[src/rtl/reg_bus_pkg.sv]
// Register-bus initiator shared types: FSM states, register map, bus widths.
// Latency: n/a (declarations only).
// Backpressure: n/a.
`timescale 1ns/1ps
package reg_bus_pkg;

    localparam int ADDR_W = 5;
    localparam int DATA_W = 8;
    localparam int CNT_W  = 4;

    typedef enum logic [3:0] {
        IDLE, A_SETUP, A_PULSE, A_HOLD, D_SETUP, D_PULSE, D_HOLD, R_WAIT, DONE
    } state_t;

    typedef enum logic [1:0] {
        SG_IDLE, SG_SETUP, SG_PULSE, SG_HOLD
    } sg_stage_t;

    // Register map of the target register file
    localparam logic [ADDR_W-1:0] REG_DECIM_B0    = 5'h00;
    localparam logic [ADDR_W-1:0] REG_DECIM_B1    = 5'h01;
    localparam logic [ADDR_W-1:0] REG_DECIM_B2    = 5'h02;
    localparam logic [ADDR_W-1:0] REG_TRIG_LVL_A  = 5'h03;
    localparam logic [ADDR_W-1:0] REG_TRIG_LVL_B  = 5'h04;
    localparam logic [ADDR_W-1:0] REG_WINDOW_B0   = 5'h05;
    localparam logic [ADDR_W-1:0] REG_WINDOW_B1   = 5'h06;
    localparam logic [ADDR_W-1:0] REG_WINDOW_B2   = 5'h07;
    localparam logic [ADDR_W-1:0] REG_WINDOW_B3   = 5'h08;
    localparam logic [ADDR_W-1:0] REG_CNF_PIN_A   = 5'h09;
    localparam logic [ADDR_W-1:0] REG_CNF_PIN_B   = 5'h0A;
    localparam logic [ADDR_W-1:0] REG_KEY_INPUT   = 5'h0B;
    localparam logic [ADDR_W-1:0] REG_DELAY       = 5'h0C;
    localparam logic [ADDR_W-1:0] REG_EXT_PIN_LO  = 5'h0D;
    localparam logic [ADDR_W-1:0] REG_EXT_PIN_HI  = 5'h0E;
    localparam logic [ADDR_W-1:0] REG_WRITE_CTRL  = 5'h0F;
    localparam logic [ADDR_W-1:0] REG_SRAM_DATA   = 5'h10;

endpackage

[src/rtl/bus_strobe_gen.sv]
// One SETUP/PULSE/HOLD strobe phase launched by a start pulse; registered BUS_WRITE.
// Latency: SETUP_W+PULSE_W+HOLD_W cycles from start to the end of HOLD.
// Backpressure: none; a start during HOLD's last cycle chains straight into the next phase.
`timescale 1ns/1ps
module bus_strobe_gen
    import reg_bus_pkg::*;
#(
    parameter int SETUP_W = 1,
    parameter int PULSE_W = 2,
    parameter int HOLD_W  = 1
) (
    input  logic CLK,
    input  logic RST_N,
    input  logic start,
    output logic bus_write,
    output logic stage_last,
    output logic done
);

    sg_stage_t          stage_q, stage_d;
    logic [CNT_W-1:0]   cnt_q, cnt_d;
    logic               bw_d;

    always_comb begin
        stage_d = stage_q;
        cnt_d   = cnt_q;
        bw_d    = bus_write;
        if (start) begin
            stage_d = SG_SETUP;
            cnt_d   = CNT_W'(SETUP_W - 1);
            bw_d    = 1'b0;
        end else if (stage_q != SG_IDLE) begin
            if (cnt_q == '0) begin
                case (stage_q)
                    SG_SETUP: begin
                        stage_d = SG_PULSE;
                        cnt_d   = CNT_W'(PULSE_W - 1);
                        bw_d    = 1'b1;
                    end
                    SG_PULSE: begin
                        stage_d = SG_HOLD;
                        cnt_d   = CNT_W'(HOLD_W - 1);
                        bw_d    = 1'b0;
                    end
                    default: begin
                        stage_d = SG_IDLE;
                        cnt_d   = '0;
                        bw_d    = 1'b0;
                    end
                endcase
            end else begin
                cnt_d = cnt_q - 1'b1;
            end
        end
    end

    always_ff @(posedge CLK or negedge RST_N) begin
        if (!RST_N) begin
            stage_q   <= SG_IDLE;
            cnt_q     <= '0;
            bus_write <= 1'b0;
        end else begin
            stage_q   <= stage_d;
            cnt_q     <= cnt_d;
            bus_write <= bw_d;
        end
    end

    assign stage_last = (stage_q != SG_IDLE) && (cnt_q == '0);
    assign done       = (stage_q == SG_HOLD) && (cnt_q == '0);

endmodule

[src/rtl/reg_bus_master.sv]
// Register-bus initiator: single-beat commands to address/data strobe phases. Option: REG_BUS_ADDR_CACHE_EN.
// Latency: write 2*(S+P+H)+1, read S+P+H+READ_WAIT+1 cycles from acceptance to RSP_VALID.
// Backpressure: CMD_READY only in IDLE; one command in flight, CMD_VALID ignored while BUSY.
`timescale 1ns/1ps
module reg_bus_master
    import reg_bus_pkg::*;
#(
    parameter int SETUP_W   = 1,
    parameter int PULSE_W   = 2,
    parameter int HOLD_W    = 1,
    parameter int READ_WAIT = 2
) (
    input  logic              CLK,
    input  logic              RST_N,
    input  logic              CMD_VALID,
    output logic              CMD_READY,
    input  logic              CMD_WRITE,
    input  logic [ADDR_W-1:0] CMD_ADDR,
    input  logic [DATA_W-1:0] CMD_DATA,
    output logic              RSP_VALID,
    output logic [DATA_W-1:0] RSP_DATA,
    output logic              BUS_ADDR_OR_DATA,
    output logic              BUS_WRITE,
    output logic [DATA_W-1:0] BUS_DATA_OUT,
    input  logic [DATA_W-1:0] BUS_DATA_IN,
    output logic              BUSY
);

    state_t             state_q, state_d;
    logic [CNT_W-1:0]   rd_cnt_q, rd_cnt_d;
    logic               wr_q;
    logic [ADDR_W-1:0]  addr_q, cur_addr;
    logic [DATA_W-1:0]  data_q, cur_data;
    logic               sg_start, sg_last, sg_done;
    logic               addr_hit;

`ifdef REG_BUS_ADDR_CACHE_EN
    logic [ADDR_W-1:0]  cache_addr_q;
    logic               cache_vld_q;

    assign addr_hit = cache_vld_q && (cache_addr_q == CMD_ADDR);

    always_ff @(posedge CLK or negedge RST_N) begin
        if (!RST_N) begin
            cache_addr_q <= '0;
            cache_vld_q  <= 1'b0;
        end else if (state_q == A_HOLD && sg_done) begin
            cache_addr_q <= addr_q;
            cache_vld_q  <= 1'b1;
        end
    end
`else
    assign addr_hit = 1'b0;
`endif

    // In IDLE the command is not latched yet, so phase entry looks at the live inputs
    assign cur_addr = (state_q == IDLE) ? CMD_ADDR : addr_q;
    assign cur_data = (state_q == IDLE) ? CMD_DATA : data_q;

    always_comb begin
        state_d  = state_q;
        rd_cnt_d = rd_cnt_q;
        sg_start = 1'b0;
        case (state_q)
            IDLE: begin
                if (CMD_VALID) begin
                    if (addr_hit && CMD_WRITE) begin
                        state_d  = D_SETUP;
                        sg_start = 1'b1;
                    end else if (addr_hit) begin
                        state_d  = R_WAIT;
                        rd_cnt_d = CNT_W'(READ_WAIT - 1);
                    end else begin
                        state_d  = A_SETUP;
                        sg_start = 1'b1;
                    end
                end
            end
            A_SETUP: if (sg_last) state_d = A_PULSE;
            A_PULSE: if (sg_last) state_d = A_HOLD;
            A_HOLD: begin
                if (sg_done) begin
                    if (wr_q) begin
                        state_d  = D_SETUP;
                        sg_start = 1'b1;
                    end else begin
                        state_d  = R_WAIT;
                        rd_cnt_d = CNT_W'(READ_WAIT - 1);
                    end
                end
            end
            D_SETUP: if (sg_last) state_d = D_PULSE;
            D_PULSE: if (sg_last) state_d = D_HOLD;
            D_HOLD:  if (sg_done) state_d = DONE;
            R_WAIT: begin
                if (rd_cnt_q == '0) state_d = DONE;
                else                rd_cnt_d = rd_cnt_q - 1'b1;
            end
            default: state_d = IDLE;
        endcase
    end

    always_ff @(posedge CLK or negedge RST_N) begin
        if (!RST_N) begin
            state_q  <= IDLE;
            rd_cnt_q <= '0;
        end else begin
            state_q  <= state_d;
            rd_cnt_q <= rd_cnt_d;
        end
    end

    // Select/data only move on phase entry, while BUS_WRITE is already low
    always_ff @(posedge CLK or negedge RST_N) begin
        if (!RST_N) begin
            wr_q             <= 1'b0;
            addr_q           <= '0;
            data_q           <= '0;
            BUS_ADDR_OR_DATA <= 1'b0;
            BUS_DATA_OUT     <= '0;
            RSP_DATA         <= '0;
        end else begin
            if (state_q == IDLE && CMD_VALID) begin
                wr_q   <= CMD_WRITE;
                addr_q <= CMD_ADDR;
                data_q <= CMD_DATA;
            end
            if (state_d != state_q) begin
                case (state_d)
                    A_SETUP, R_WAIT: begin
                        BUS_ADDR_OR_DATA <= 1'b1;
                        BUS_DATA_OUT     <= {{(DATA_W-ADDR_W){1'b0}}, cur_addr};
                    end
                    D_SETUP: begin
                        BUS_ADDR_OR_DATA <= 1'b0;
                        BUS_DATA_OUT     <= cur_data;
                    end
                    default: ;
                endcase
            end
            if (state_q == D_HOLD && state_d == DONE)
                RSP_DATA <= data_q;
            else if (state_q == R_WAIT && state_d == DONE)
                RSP_DATA <= BUS_DATA_IN;
        end
    end

    bus_strobe_gen #(
        .SETUP_W (SETUP_W),
        .PULSE_W (PULSE_W),
        .HOLD_W  (HOLD_W)
    ) u_strobe (
        .CLK        (CLK),
        .RST_N      (RST_N),
        .start      (sg_start),
        .bus_write  (BUS_WRITE),
        .stage_last (sg_last),
        .done       (sg_done)
    );

    assign CMD_READY = (state_q == IDLE);
    assign BUSY      = (state_q != IDLE);
    assign RSP_VALID = (state_q == DONE);

endmodule
[config.mk]
export PLATFORM = sky130hd
export DESIGN_NAME = reg_bus_master
export DESIGN_NICKNAME = d
export VERILOG_FILES = /design/src/rtl/reg_bus_pkg.sv /design/src/rtl/bus_strobe_gen.sv /design/src/rtl/reg_bus_master.sv
export SDC_FILE = /design/constraint.sdc
export NUM_CORES = 1
export LEC_CHECK = 0
export ABC_AREA = 0
export CELL_PAD_IN_SITES_DETAIL_PLACEMENT = 1
export CELL_PAD_IN_SITES_GLOBAL_PLACEMENT = 2
export CORE_MARGIN = 5
export CORE_UTILIZATION = 40
export CTS_CLUSTER_SIZE = 10
export DETAILED_ROUTE_END_ITERATION = 10
export DONT_BUFFER_PORTS = 1
export PLACE_DENSITY = 0.87
export SYNTH_ARGS = -nofsm -noshare
export SYNTH_HDL_FRONTEND = slang
export SYNTH_SLANG_ARGS = --single-unit
[constraint.sdc]
create_clock -name CLK -period 3.5 [get_ports CLK]
set_clock_uncertainty 0.2 [all_clocks]
set_input_delay 0.35 -clock CLK [delete_from_list [all_inputs] [get_ports CLK]]
set_output_delay 0.35 -clock CLK [all_outputs]
set_load 0.005 [all_outputs]
[Word level (Yosys, flattened, before mapping)]
Cells that the tools add are included.
Storage, ports and cells
  register bits: 46
  word-level logic and storage cells: 87
  input port bits: 25
  output and inout port bits: 21
Cells by class
  muxes and demuxes: 36
  reduce and logical (&&, ||, !) cells: 19
  eq/ne operators: 19
  $add $sub $neg: 2
Operators by type and width (number)
  2-to-1 mux 4 bit: 14
  one-hot mux 4 bit (8 select lines): 1
  equality test 4 x 3 -> 1 bit, second input constant: 6
  2-to-1 mux 8 bit: 3
  one-hot mux 8 bit (2 select lines): 1
  logical NOT 4 bit: 3
  nonzero test 2 bit: 6
  equality test 4 x 1 -> 1 bit, second input constant: 2
  equality test 4 x 2 -> 1 bit, second input constant: 2
  equality test 4 bit, second input constant: 2
  2-to-1 mux 1 bit: 8
  2-to-1 mux 2 bit: 4
  one-hot mux 4 bit (2 select lines): 1
  subtractor 4 x 1 -> 4 bit, second input constant: 2
  != test 2 bit, second input constant: 3
  logical AND 1 bit: 5
  2-to-1 mux 5 bit: 1
  equality test 2 bit, second input constant: 2
  != test 4 bit: 1
  one-hot mux 1 bit (2 select lines): 2
  one-hot mux 2 bit (2 select lines): 1
  AND reduction 2 bit: 2
  AND reduction 4 bit: 1
  nonzero test 4 bit: 1
  2 further kinds: 2

[Longest topological paths before layout]
Gate-level depths: netlist of run 1.
  word-level depth: 8
  mapped depth: 10

[By module]
From an unflattened synthesis of run 1, not the netlist that was laid out.
Unflattened totals
  cell total of the unflattened synthesis: 214
  area total of the unflattened synthesis: 2532.4 sq um
Modules (own cells, without submodules)
  reg_bus_master: instances 1, area an instance 2104.5 sq um, cells an instance 172
  bus_strobe_gen: instances 1, area an instance 427.9 sq um, cells an instance 42

[Worst setup path after synthesis of run 1]
Ideal clock, no wire load.
  path kind: register to register
  start: register u_strobe.stage_q[0]
  end: register BUS_DATA_OUT[0]
  library setup time: 125 ps
  stages on the path, launching flop included: 9
  buffers on the path: 0
  arrival: 2681 ps
  required time: 3175 ps
  slack: 494 ps
  cells stage by stage: dfrtp_1 -> inv_1 -> ha_1 -> nor3_1 -> nand2_1 -> o311a_1 -> a31o_1 -> nor4b_4 -> mux2_2
Between the ends
  cells in the longest elaborated chain, start to end: 8
  elaborated cells between the ends (all ways): 19
  classes of those cells: eq/ne: 5; mux: 8; reduce/logical: 6
Ends and longest elaborated chain
  from (decl): line bus_strobe_gen.sv:20  | sg_stage_t stage_q, stage_d;
  from (signal assigned): line bus_strobe_gen.sv:63  | stage_q <= stage_d;
  equality test 2 bit or nonzero test 2 bit (tied branches): line bus_strobe_gen.sv:70, bus_strobe_gen.sv:69
  logical AND 1 bit (on tied branches): line bus_strobe_gen.sv:70, bus_strobe_gen.sv:69
  2-to-1 mux 4 bit, or another cell as far along: line reg_bus_master.sv:94  | D_HOLD: if (sg_done) state_d = DONE;
  one-hot mux 4 bit (8 select lines) *: line reg_bus_master.sv:64  | case (state_q)
  equality test 4 x 1 -> 1 bit or equality test 4 x 3 -> 1 bit (tied branches): line reg_bus_master.sv:129  | case (state_d)
  OR reduction 2 bit: line reg_bus_master.sv:129
  nonzero test 2 bit (no source line)
  AND reduction 2 bit (no source line)
  to (signal assigned): line reg_bus_master.sv:132  | BUS_DATA_OUT <= {{(DATA_W-ADDR_W){1'b0}}, cur_addr};
  to (signal assigned): line reg_bus_master.sv:136  | BUS_DATA_OUT <= cur_data;
  to (decl): line reg_bus_master.sv:24  | output logic [DATA_W-1:0] BUS_DATA_OUT,
Mark *: on every way between the ends. The rest lies on a longest branch, timed or not.
A chain may end at the register's enable or synchronous reset.

[Worst setup path in the final report of run 1]
  start: register state_q[0]
  end: register BUS_DATA_OUT[1]
Between the ends
  cells in the longest elaborated chain, start to end: 6
  elaborated cells between the ends (all ways): 27
  classes of those cells: eq/ne: 11; mux: 12; reduce/logical: 4
Ends and longest elaborated chain
  from (decl): line reg_bus_master.sv:29  | state_t state_q, state_d;
  from (signal assigned): line reg_bus_master.sv:108  | state_q <= state_d;
  logical NOT 4 bit *
  via CMD_READY: line reg_bus_master.sv:16  | output logic CMD_READY,
  one-hot mux 4 bit (8 select lines): line reg_bus_master.sv:64
  equality test 4 x 1 -> 1 bit or equality test 4 x 3 -> 1 bit (tied branches): line reg_bus_master.sv:129
  OR reduction 2 bit: line reg_bus_master.sv:129
  nonzero test 2 bit (no source line)
  AND reduction 2 bit (no source line)
Mark *: on every way through the listed nets, which the timed path passes. The rest lies on a longest branch.

==> impl_metrics.py, run 1 <==
metrics = {
    "synthesis": {
        "yosysWarnings": 0,
        "yosysMostFrequentCell": "dfrtp_1",
        "syn_area_per_cell_um2": 10.61,
        "ys_async_sr_fraction_pct": 100.0,
        "ys.flop_type": "dfrtp_1",
        "synth_cell_types": 48,
        "ys_ff_latch": 46,
        "synth.top_cell.area_share_pct": 48.65,
        "synth_top_area_cell": "dfrtp_1",
        "syn_area_um2": 2366,
        "yosys-top-cells-area": "dfrtp_1 49%, mux2_2 9.0%, mux2i_1 6.8%",
        "yosys-top-cells-count": "46 x dfrtp_1, 24 x nand2_1, 19 x mux2_2",
        "synth_fp_nets": 253,
        "syn_inst": 223,
        "synth_edf_count": 0,
        "yosysSeqAreaShare_pct": 48.65,
    },
    "clock_network": {
        "post_cts_resized": 0,
        "cts.path.max_buffers": 2,
        "numCtsBuffers": 5,
        "insertion_delay_ns": 0.30,
        "cts.sink_count": 46,
        "h-tree-depth": 2,
        "ctsRootBufferMaster": "clkbuf_8",
        "cts_tree": "built",
        "path_clk_slew_ns": 0.09,
    },
    "final_layout": {
        "final_cells": 319,
        "layout.nets": 273,
        "post_route_cells_drive_above_1_share_pct": 16.39,
        "num_antenna_cells": 0,
        "area_delta_synth_final_pct": 16.39,
    },
    "critical_path": {
        "worstSetupPathType": "reg2reg",
        "critical_path_required_ns": 3.49,
        "max_stage_delay_ns": 0.57,
        "crit_fanout": 12,
        "crit_arrival_ns": 3.26,
        "cp_cell_sequence": "or2_1 > or3_4 > inv_2 > a22oi_1 > o31ai_1 > nor3_1 > a31o_1 > nor4b_4 > mux2_2",
        "start_kind": "flop",
        "cp_slowest_cell": "nor4b_4",
        "crit_path_end_kind": "flop",
    },
    "floorplan": {
        "core_um2": 5851,
        "row_count": 28,
        "fp.dieH_um": 86.91,
        "ioPinCount": 46,
        "die_w_um": 86.91,
        "die-area_um2": 7553,
        "start_util_pct": 40.44,
    },
    "timing": {
        "finalMaxSlewViolations": 0,
        "setup_viol": 0,
        "hold_viol": 0,
        "worstMarginPinSlew_ns": 0.7380,
        "setup_tns_ns": 0,
        "grt_setup_unrepaired": "false",
        "min_period_over_period_pct": 93.21,
        "slew_headroom_pct": 50.68,
        "post-route-min-period_ns": 3.262,
        "max_freq_mhz": 306.5,
        "hold_slack_ns": 0.04365,
    },
    "job": {
        "maxCapViolations": 0,
    },
    "route": {
        "via_per_inst": 5.649,
        "post-route-drc-count": 0,
        "post_drt_wl_per_cell_um": 19.13,
        "ant_nets": 0,
        "drt_pass1_iterations": 4,
        "vias": 1802,
        "drt_iter0_markers": 78,
        "postRouteWirelength_um": 6104,
    },
    "grt": {
        "first_global_vias": 1971,
        "overflow": 0,
        "gr-usage-all-layers_pct": 17.70,
        "grt_max_degree": 47,
        "grt_pass1_wl_um": 10270,
        "antenna_found_initial": 0,
    },
    "worst_hold_path": {
        "min_path_type": "in2reg",
    },
    "power_and_ir_drop": {
        "internal-power_w": 0.001545,
        "p_per_area_nw_per_um2": 935.1,
        "sequentialPowerShare_pct": 37.8,
        "pwr-share-comb_pct": 46.7,
        "p_switching_w": 0.001030,
        "leakage_nw": 1.212,
        "swShare_pct": 40.02,
        "ir_drop_mv": 0.3860,
        "clockPowerShare_pct": 15.5,
    },
    "placement": {
        "io_buffers": 0,
        "gp_congestion": 0.8695,
        "dp_hpwl_um": 4227,
        "dp_cells": 295,
    },
    "run_status": {
        "outcome": "completed",
    },
}
[what timing repair did]
item                                   CTS  global route
hold buffers                            14             2
buffers inserted                         0             0
endpoints found under the hold margin   58             2
[per-layer routing]
layer | routed length, um | share of wire, % | GRT usage [%]
met5 | 0 | 0 | 0
met4 | 102 | 1.7 | 5.807
met3 | 319 | 5.2 | 5.203
met2 | 3072 | 50 | 29.61
met1 | 2609 | 43 | 21.84
[stage by stage]
stage               utilization, %  power (W)  cell area (um2)  setup WS, ns
finish                       47.07   0.002575             2754        0.2377
CTS                          46.73   0.002597             2734        0.2415
global route                 47.07   0.002794             2754      0.005797
detailed placement           42.15   0.002161             2466        0.2540
global placement             42.15   0.002099             2466        0.3443
floorplan                        -   0.001848             2366        0.4941
[cell type report]
type / instances / area, um2
clock buffer: 6 / 72.57
clock inverter: 2 / 37.54
fill: 628 / 3097
inverter: 10 / 37.54
multi-input combinational: 159 / 1146
sequential: 46 / 1151
tap: 75 / 93.84
timing repair buffer: 21 / 215.2
[flip-flops by register name, summed over array words and instances (netlist names)]
| name | cells |
|---|---|
| rd_cnt_q | 4 |
| BUS_ADDR_OR_DATA | 1 |
| RSP_DATA | 8 |
| u_strobe.stage_q | 2 |
| data_q | 8 |
| state_q | 4 |
| u_strobe.bus_write | 1 |
| wr_q | 1 |
| addr_q | 5 |
| BUS_DATA_OUT | 8 |
| u_strobe.cnt_q | 4 |
[critical path, delay by kind of cell (launching register included)]
kind	cells	cell delay, ns
AND/OR/NAND/NOR	4	1.41
flip-flops	1	0.48
buffers and inverters	1	0.17
AO/OA/AOI/OAI	3	0.49
multiplexers	1	0.40
[path summary, 6_finish.rpt]
path                                     to           start  slack [ns]  cells after the start
min                             RSP_DATA[1]  BUS_DATA_IN[1]        0.04                      2
max                         BUS_DATA_OUT[1]      state_q[0]        0.24                      9
max in group asynchronous  BUS_ADDR_OR_DATA           RST_N        2.52                      2
min in group asynchronous   BUS_DATA_OUT[7]           RST_N        0.36                      2
max reg2reg                 BUS_DATA_OUT[1]      state_q[0]        0.24                      9
min reg2reg                     RSP_DATA[2]     RSP_DATA[2]        0.32                      2
[power by group through the flow]
stage               Combinational (W)  Clock (W)  Sequential, W
finish                        0.00120   0.000399       0.000974
global route                  0.00135   0.000436        0.00101
CTS                           0.00121   0.000412       0.000977
detailed placement            0.00118          0       0.000985
global placement              0.00112          0       0.000977
floorplan                    0.000942          0       0.000906
[kinds of logic after synthesis]
group,after synthesis,share of synthesized area (%)
AOI/OAI and AO/OA,48,12.96
adders and majority gates,5,2.644
buffers and inverters,18,2.908
DFF,46,48.65
muxes,35,15.81
and+or+nand+nor,71,17.03
[layout by cell type (no fill, tap or decap), types with 2 or more instances in the layout]
cell,instances
nand2b_1,3
nand2_1,24
nand3_1,5
o311a_1,2
dlygate4sd3_1,15
inv_1,9
o22ai_1,3
nor3b_1,2
or3_1,3
nand4_1,2
nor3_1,5
dfrtp_1,46
a211o_1,2
clkbuf_8,5
mux2i_1,16
nor2_1,13
buf_4,5
a21oi_1,12
a22oi_1,2
ha_1,5
o21ai_0,15
and2_1,2
mux2_2,19
Note: power is estimated with default switching activity, not from simulation.
==> run 2, diff against run 1 <==
--- a/config.mk
+++ b/config.mk
@@ -6,7 +6,7 @@
 export NUM_CORES = 1
 export LEC_CHECK = 0
 export ABC_AREA = 0
-export CELL_PAD_IN_SITES_DETAIL_PLACEMENT = 1
+export CELL_PAD_IN_SITES_DETAIL_PLACEMENT = 0
 export CELL_PAD_IN_SITES_GLOBAL_PLACEMENT = 2
 export CORE_MARGIN = 5
 export CORE_UTILIZATION = 40
==> impl_metrics.py, run 2 (synthesis gave the netlist of run 1 again) <==
metrics = {
    "route": {
        "drt_iter0_markers": 112,
        "postRouteWirelength_um": 5360,
        "post_drt_wl_per_cell_um": 16.80,
        "drt_pass1_iterations": 5,
        "ant_nets": 0,
        "vias": 1712,
        "post-route-drc-count": 0,
        "via_per_inst": 5.367,
    },
    "power_and_ir_drop": {
        "p_per_area_nw_per_um2": 915.3,
        "leakage_nw": 1.212,
        "ir_drop_mv": 0.4023,
    },
    "timing": {
        "slew_headroom_pct": 54.96,
        "min_period_over_period_pct": 91.59,
        "grt_setup_unrepaired": "false",
        "worstMarginPinSlew_ns": 0.6740,
        "finalMaxSlewViolations": 0,
        "hold_viol": 0,
        "setup_tns_ns": 0,
        "post-route-min-period_ns": 3.206,
        "max_freq_mhz": 312.0,
        "setup_viol": 0,
    },
    "clock_network": {
        "numCtsBuffers": 5,
        "hold_buffers": 16,
        "ctsRootBufferMaster": "clkbuf_8",
        "insertion_delay_ns": 0.30,
        "cts_setup_buffers": 0,
        "post_cts_resized": 0,
        "cts.sink_count": 46,
        "cts_tree": "built",
        "path_clk_slew_ns": 0.09,
        "cts.path.max_buffers": 2,
        "h-tree-depth": 2,
    },
    "final_layout": {
        "layout.nets": 273,
        "layout_commonest_cell": "dfrtp_1",
        "multiInputGateArea_um2": 1146,
        "area_delta_synth_final_pct": 16.39,
        "n_fill_cell": 545,
        "reg_top3": "BUS_DATA_OUT: 8 flops, RSP_DATA: 8 flops, data_q: 8 flops",
        "num_antenna_cells": 0,
        "finish.utilization_pct": 47.07,
        "post_route_cells_drive_above_1_share_pct": 16.39,
        "layout_common_cells": "46 x dfrtp_1, 24 x nand2_1, 19 x mux2_2, 16 x mux2i_1",
        "register_area_um2": 1151,
    },
    "critical_path": {
        "cp_slowest_cell": "nor4b_4",
        "crit_family": "simple AND/OR/NAND/NOR gates",
        "rr_worst_depth": 9,
        "timing.rr.start": "state_q[0]",
        "crit_path_end_kind": "flop",
        "cp.buffers_inverters": 1,
        "crit_arrival_ns": 3.19,
        "worstSetupPathType": "reg2reg",
        "start_kind": "flop",
        "ff2ff_setup_slack_ns": 0.29,
        "max_stage_delay_ns": 0.54,
        "cp_cell_sequence": "or2_1 > or3_4 > inv_2 > a22oi_1 > o31ai_1 > nor3_1 > a31o_1 > nor4b_4 > mux2_2",
        "critical_path_required_ns": 3.49,
        "crit_fanout": 12,
        "rr_endpoint": "BUS_DATA_OUT[4]",
    },
    "grt": {
        "first_global_vias": 1783,
        "overflow": 0,
        "antenna_found_initial": 0,
        "gr-usage-all-layers_pct": 15.24,
        "grt_pass1_wl_um": 8976,
        "grt_max_degree": 47,
    },
    "worst_hold_path": {
        "min_path_type": "in2reg",
        "worstHoldPathCells": 2,
        "hold_start": "BUS_DATA_IN[6]",
        "holdPathEnd": "RSP_DATA[6]",
    },
    "floorplan": {
        "start_util_pct": 40.44,
        "die_w_um": 86.91,
        "die-area_um2": 7553,
        "fp.dieH_um": 86.91,
        "ioPinCount": 46,
        "row_count": 28,
        "core_um2": 5851,
    },
    "run_status": {
        "outcome": "completed",
    },
    "job": {
        "maxCapViolations": 0,
    },
    "placement": {
        "io_buffers": 0,
        "gp_congestion": 0.8695,
        "dp_hpwl_um": 3830,
    },
}
==> run 2: cell counts in the layout (fill, tap and decap cells not counted) <==
Identical to the previous run, type by type.
==> run 2: cell type report <==
| type | instances | area share (%) |
|---|---|---|
| Clock buffer | 6 | 2.635 |
| Sequential cell | 46 | 41.80 |
| Inverter | 10 | 1.363 |
| Clock inverter | 2 | 1.363 |
| Timing Repair Buffer | 21 | 7.815 |
| Tap cell | 75 | 3.408 |
| Multi-Input combinational cell | 159 | 41.62 |
==> run 2: worst max path at each step <==
stage	start	to	slack (ns)	cells past startpoint
floorplan	u_strobe.stage_q[0]	BUS_DATA_OUT[0]	0.49	8
global placement	state_q[0]	BUS_DATA_OUT[4]	0.34	9
detailed placement	state_q[0]	BUS_DATA_OUT[3]	0.30	9
CTS	state_q[0]	BUS_DATA_OUT[3]	0.28	9
global route	rd_cnt_q[0]	BUS_DATA_OUT[4]	0.05	9
finish	state_q[0]	BUS_DATA_OUT[4]	0.29	9
==> run 2: per-layer routing <==
layer	part of all wire, %	track usage [%]
met5	0	0
met4	0.97	3.824
met3	5.4	4.730
met2	47	23.74
met1	47	20.69
==> run 2: worst register-to-register path: stages (launching register included) <==
cell and delay (ns):
dfrtp_1 0.48, or2_1 0.30, or3_4 0.43, inv_2 0.18, a22oi_1 0.16, o31ai_1 0.12
nor3_1 0.09, a31o_1 0.22, nor4b_4 0.54, mux2_2 0.40
==> run 2: where the power goes <==
part           internal (W)  switching, W  total (W)
clock              0.000213      0.000184   0.000397
sequential         0.000769      0.000192   0.000961
combinational      0.000561      0.000601    0.00116
==> run 2: per-stage QoR <==
step	instances	total power, W	hold WS [ns]	setup WS (ns)	instance area, um2
final	319	0.002521	0.04965	0.2944	2754
after global routing	319	0.002750	0.04895	0.05416	2754
after CTS	319	0.002555	0.04558	0.2831	2754
after detailed placement	295	0.002121	-0.1442	0.3003	2466
after global placement	295	0.002099	-0.1441	0.3443	2466
after floorplan	223	0.001848	-0.1456	0.4941	2366
